[config.mk]
export PLATFORM = sky130hd
export DESIGN_NAME = fpga_io_port_flat
export DESIGN_NICKNAME = d
export VERILOG_FILES = /design/src/rtl/fpga_io_port_if.sv /design/src/rtl/fpga_io_port.sv /design/src/flat_wrapper.sv
export SDC_FILE = /design/constraint.sdc
export NUM_CORES = 1
export LEC_CHECK = 0
export ABC_AREA = 1
export BUFFER_PORTS_ARGS = -buffer_cell sky130_fd_sc_hd__buf_2
export CAP_MARGIN = 20
export CORE_UTILIZATION = 55
export CTS_CLUSTER_DIAMETER = 60
export DETAILED_ROUTE_END_ITERATION = 8
export GPL_TIMING_DRIVEN = 1
export PLACE_DENSITY_LB_ADDON = 0.2
export SLEW_MARGIN = 20
export SYNTH_ARGS = -nofsm -noshare
export SYNTH_HDL_FRONTEND = slang
export SYNTH_SLANG_ARGS = --single-unit
[constraint.sdc]
create_clock -name CLK -period 1.87 [get_ports CLK]
set_input_delay 0.187 -clock CLK [delete_from_list [all_inputs] [get_ports CLK]]
set_output_delay 0.187 -clock CLK [all_outputs]
set_load 0.01 [all_outputs]
[src/rtl/fpga_io_port_if.sv]
// Processor-side bus of the board I/O stage: output strobe/data in, debounced switches out.
interface fpga_io_port_if;
   logic        OutWrite;
   logic [15:0] OutData;
   logic [15:0] FPGAIn;
   logic        InChanged;

   modport master (
      output OutWrite,
      output OutData,
      input  FPGAIn,
      input  InChanged
   );

   modport slave (
      input  OutWrite,
      input  OutData,
      output FPGAIn,
      output InChanged
   );
endinterface

[src/rtl/fpga_io_port.sv]
// Board I/O stage: synchronised, debounced switch input and a latched output word shown
// in hex on a 4-digit multiplexed seven-segment display.
module fpga_io_port #(
   parameter int unsigned DEBOUNCE_CYCLES = 4,
   parameter int unsigned SCAN_DIV        = 4
) (
   input  logic                 CLK,
   input  logic                 reset,
   input  logic [15:0]          Switches,
   fpga_io_port_if.slave        cpu,
   output logic [15:0]          OutLatched,
   output logic [3:0]           An,
   output logic [6:0]           Seg
);

   localparam logic [15:0] CntMax = 16'(DEBOUNCE_CYCLES - 1);
   localparam logic [15:0] PreMax = 16'(SCAN_DIV - 1);

   logic [15:0] s1_q, s2_q;
   logic [15:0] cand_q, cand_d;
   logic [15:0] cnt_q, cnt_d;
   logic [15:0] in_q, in_d;
   logic        chg_q, chg_d;
   logic [15:0] out_q, out_d;
   logic [15:0] pre_q, pre_d;
   logic [1:0]  dig_q, dig_d;
   logic [3:0]  nibble;

   always_comb begin
      cand_d = cand_q;
      cnt_d  = cnt_q;
      in_d   = in_q;
      chg_d  = 1'b0;
      // Any disagreement with the candidate restarts the stability count.
      if (s2_q != cand_q) begin
         cand_d = s2_q;
         cnt_d  = '0;
      end else if (cnt_q == CntMax && cand_q != in_q) begin
         in_d  = cand_q;
         chg_d = 1'b1;
      end else if (cnt_q != CntMax) begin
         cnt_d = cnt_q + 16'd1;
      end
   end

   always_comb begin
      out_d = cpu.OutWrite ? cpu.OutData : out_q;
      pre_d = pre_q + 16'd1;
      dig_d = dig_q;
      if (pre_q == PreMax) begin
         pre_d = '0;
         dig_d = dig_q + 2'd1;
      end
   end

   always_ff @(posedge CLK or negedge reset) begin
      if (!reset) begin
         s1_q   <= '0;
         s2_q   <= '0;
         cand_q <= '0;
         cnt_q  <= '0;
         in_q   <= '0;
         chg_q  <= 1'b0;
         out_q  <= '0;
         pre_q  <= '0;
         dig_q  <= '0;
      end else begin
         s1_q   <= Switches;
         s2_q   <= s1_q;
         cand_q <= cand_d;
         cnt_q  <= cnt_d;
         in_q   <= in_d;
         chg_q  <= chg_d;
         out_q  <= out_d;
         pre_q  <= pre_d;
         dig_q  <= dig_d;
      end
   end

   assign cpu.FPGAIn    = in_q;
   assign cpu.InChanged = chg_q;
   assign OutLatched    = out_q;
   assign An            = ~(4'b0001 << dig_q);
   assign nibble        = out_q[{dig_q, 2'b00} +: 4];

   // Active-low {g,f,e,d,c,b,a}; follows out_q directly so a write shows in the same cycle.
   always_comb begin
      Seg = 7'b1111111;
      case (nibble)
         4'h0: Seg = 7'b1000000;
         4'h1: Seg = 7'b1111001;
         4'h2: Seg = 7'b0100100;
         4'h3: Seg = 7'b0110000;
         4'h4: Seg = 7'b0011001;
         4'h5: Seg = 7'b0010010;
         4'h6: Seg = 7'b0000010;
         4'h7: Seg = 7'b1111000;
         4'h8: Seg = 7'b0000000;
         4'h9: Seg = 7'b0010000;
         4'hA: Seg = 7'b0001000;
         4'hB: Seg = 7'b0000011;
         4'hC: Seg = 7'b1000110;
         4'hD: Seg = 7'b0100001;
         4'hE: Seg = 7'b0000110;
         4'hF: Seg = 7'b0001110;
         default: Seg = 7'b1111111;
      endcase
   end

endmodule

[src/flat_wrapper.sv]
// flat-port wrapper written by rule: the top's interface ports become plain ports
module fpga_io_port_flat 
#(
   parameter int unsigned DEBOUNCE_CYCLES = 4,
   parameter int unsigned SCAN_DIV        = 4
)
  (CLK, reset, Switches, OutLatched, An, Seg, cpu_OutWrite, cpu_OutData, cpu_FPGAIn, cpu_InChanged);
  fpga_io_port_if cpu_i ();
  input  logic CLK;
  input  logic reset;
  input  logic [15:0] Switches;
  output logic [15:0] OutLatched;
  output logic [3:0] An;
  output logic [6:0] Seg;
  input wire logic [$bits(cpu_i.OutWrite)-1:0] cpu_OutWrite;
  input wire logic [$bits(cpu_i.OutData)-1:0] cpu_OutData;
  output wire logic [$bits(cpu_i.FPGAIn)-1:0] cpu_FPGAIn;
  output wire logic [$bits(cpu_i.InChanged)-1:0] cpu_InChanged;
  assign cpu_i.OutWrite = cpu_OutWrite;
  assign cpu_i.OutData = cpu_OutData;
  assign cpu_FPGAIn = cpu_i.FPGAIn;
  assign cpu_InChanged = cpu_i.InChanged;
  fpga_io_port #(.DEBOUNCE_CYCLES(DEBOUNCE_CYCLES), .SCAN_DIV(SCAN_DIV)) u_core (.CLK(CLK), .reset(reset), .Switches(Switches), .cpu(cpu_i), .OutLatched(OutLatched), .An(An), .Seg(Seg));
endmodule
==> summary.md <==
| Metric | Value |
|---|---|
| CP max-delay cell | dfrtp_2 |
| Placed cell area | 5796 um2 |
| Layout cells sized above 1 | 25.53% |
| Worst Path Arrival | ~2.2 ns |
| Dpl cells | 802 |
| Vias in the first global route | between 4,000 and 5,000 |
| Area growth, synth to finish | 31.89% |
| Core footprint | roughly 9300 um2 |
| Seq/Total Area, Yosys | between 50 and 60% |
| Worst-path clk slew | roughly 0.06 ns |
| Setup crit end kind | output pin |
| DRT Pass-1 Iters | 5 |
| Sink Count | between 100 and 150 |
| Clk root buf | clkbuf_8 |
| CTS Buffer Depth | 2 |
| DR iter-0 viols | about 180 |
| # rows | 35 |
| Reg2reg path depth | 8 |
| FMAX | approximately 0.41 GHz |
| Vias/cell | a little over 5 |
| Clock Skew | 0.009347 ns |
| Yosys reg bits | roughly 120 |
| CTS tree | yes |
| R2R setup slack | around 0.15 ns |
| Post-DP HPWL | 7634 um |
| Post-Place Worst Slack | -0.1210 ns |
| Power per cell area | about 900 nW/um2 |
| Routed WL | 12,850 um |
| Min Tclk post-route | around 2.4 ns |
| H-tree levels | 4 |
| HP Start | cpu_OutWrite |
| Status | complete, but fails checks |
| Met2 wire length | about 6500 um |
| Yosys cell types | 32 |
| Final Setup Violations | 8 |
| Number of diodes | 0 |
| Largest net degree at the start of global routing | 38 |
| Port buffer count | between 70 and 80 |
| Critical path class | reg -> out |
| Syn avg cell area | ~8.6 um2 |
| Fin cells | ~880 |
| Syn. warnings | 0 |
| Crit Path Max Fanout | 6 |
| Top Family by Delay on Critical Path | buffers and inverters |
| Synthesized area | 5293 um2 |
| Worst hold stages | 3 |
| GRT Total Usage | 26.18% |
| Fin nets | 786 |
| RePlAce Congestion | ~0.96 |
| Failing checks | negative setup slack |
| Crit start category | flop |
| Die area | 10,020 um2 |
| Syn Nets | 660 |
| Clk_lat worst skew | approximately 0.5 ns |
| Initial antenna violation count | 0 |
| Worst VDD drop | around 0.68 mV |
| Initial core utilization | 57.01% |
| Wirelength per Cell | 14.59 um |
| CP Depth | 8 |
| PnR Total Power | approximately 6200 uW |
| PnR worst setup slack | -0.5481 ns |
| Leakage power | 0.003559 uW |
| Critical path buffers and inverters | 4 |
| Slew Viols, Final | 0 |
| Top Layer Used | met4 |
| Worst R2R Start | u_core.cand_q[12] |
| RSZ-0062 raised after global routing | yes |
| Least-Margin Pin Slew | slightly above 0.5 ns |
| M1 WL | a little over 5000 um |
| Antenna Nets Post-Route | 0 |
| I/O pins | between 70 and 80 |
| First-pass GRT wire length | about 20,000 um |
| Cells after Synth | 613 |
| Most frequent cells in the layout | 160 x nand2_1, 113 x dfrtp_1, 78 x inv_1, 74 x buf_2, 45 x nor2_1 |
| Worst-path cell chain | buf_6, buf_4, o21ai_0, nand2_2, inv_2, nand3_1, o21ai_1, buf_2 |
| Worst Hold Class | in -> reg |
| Die X-Extent | between 100 and 150 um |
| Met3 WL | between 700 and 800 um |
| Slew margin rel. | around 66% |
| Fin. Hold Viols | 0 |
| Most common cell after layout, fill and taps aside | nand2_1 |
| Max stage delay on crit path | approximately 0.44 ns |
| Residual DRC | 0 |
| Die height | between 100 and 150 um |
| Congestion Overflow GR | 0 |
| Reg2reg end | u_core.cnt_q[11] |
| CP Data Required Time | roughly 1.7 ns |
| Via Count | around 4,500 |
| Hold worst-path end | u_core.OutLatched[10] |
| Period utilization | 129.3% |
| Cts bufs inserted | 17 |
| Max Cap Viol | 0 |
| Finished layout cell area | roughly 7000 um2 |
sequential cells by signal, summed over array words and instances, names as in the netlist:
signal / cells
u_core.OutLatched: 16
u_core.cand_q: 16
u_core.cnt_q: 16
u_core.cpu.FPGAIn: 16
u_core.pre_q: 16
u_core.s1_q: 16
u_core.s2_q: 16
u_core.dig_q: 2
u_core.cpu.InChanged: 1
report_power, final:
group          switching [uW]  internal [uW]
clock network            1080           1960
logic                     284            232
registers                74.4           2580
area by class of cell:
class	count	area, um2
multi-input cells	376	2054
repair buffers	134	949.7
inverters	94	367.9
fillers	621	2303
well taps	129	161.4
clock inverters	9	105.1
clock buffers	23	456.7
repair inverters	1	5.005
flip-flops and latches	115	2880
what timing repair did:
action,in CTS,in global routing
gates cloned,0,1
endpoints found under the hold margin,95,0
gates resized for setup,34,39
hold buffers,33,0
buffers inserted,12,1
endpoints found under the setup margin,9,12
pin swaps,6,6
layer usage:
metal | up-vias | GRT usage, %
met5 | - | 0
met4 | 0 | 9.476
met3 | 49 | 7.103
met2 | 172 | 45.99
met1 | 2123 | 30.94
li1 | 2162 | -
cells by family after synthesis:
group	share of synthesized area, %
AOI/OAI and AO/OA	5.579
xor gates and xnor gates	3.641
adders and majority gates	2.837
buffers and inverters	9.385
DFF	54.37
muxes	1.702
and+or+nand+nor	22.48
synthesized netlist by cell type (all sizes together):
cell type	instances	share of area [%]
xnor2	13	2.2
dfrtp	115	54
a21oi	20	1.9
xor2	9	1.5
mux2	8	1.7
a31oi	1	0.12
inv	94	6.7
buf	8	1.3
nand3	14	1.6
ha	12	2.8
clkbuf	20	1.4
o31ai	1	0.14
or2	1	0.12
o22ai	1	0.12
nor2	49	3.8
nand2	170	12
nor4	4	0.47
and3	1	0.12
nand4	24	2.8
nor3	14	1.4
o211ai	2	0.28
o21ai	32	3.0
through the flow:
step / utilization (%) / TNS (ns) / hold slack (ns)
4_1_cts: 73.61 / -2.607 / 0.1093
3_5_place_dp: 62.43 / -0.5073 / 0.1533
6_report: 75.19 / -3.443 / 0.1327
5_1_grt: 75.19 / -4.028 / 0.1443
2_1_floorplan: - / 0 / -0.1086
3_3_place_gp: 62.43 / 0 / 0.1483
worst reg2reg max path, cell delays in order, from the launching register on:
cell     delay [ns]
dfrtp_1        0.41
xnor2_1        0.18
nand2_1        0.07
nor2_1         0.17
nand2_1        0.12
nor2_4         0.20
buf_4          0.23
o21ai_0        0.12
a21oi_1        0.14
how the worst max path moves through the flow:
stage	slack, ns	start	end
after floorplan	0.04	u_core.dig_q[0]	Seg[6]
after CTS	-0.36	u_core.dig_q[0]	Seg[3]
final	-0.55	u_core.dig_q[0]	Seg[2]
after global placement	0.03	u_core.dig_q[0]	Seg[6]
after global routing	-0.62	u_core.dig_q[0]	Seg[2]
after detailed placement	-0.12	u_core.dig_q[0]	Seg[6]
Power figures use the tool's default switching activity.
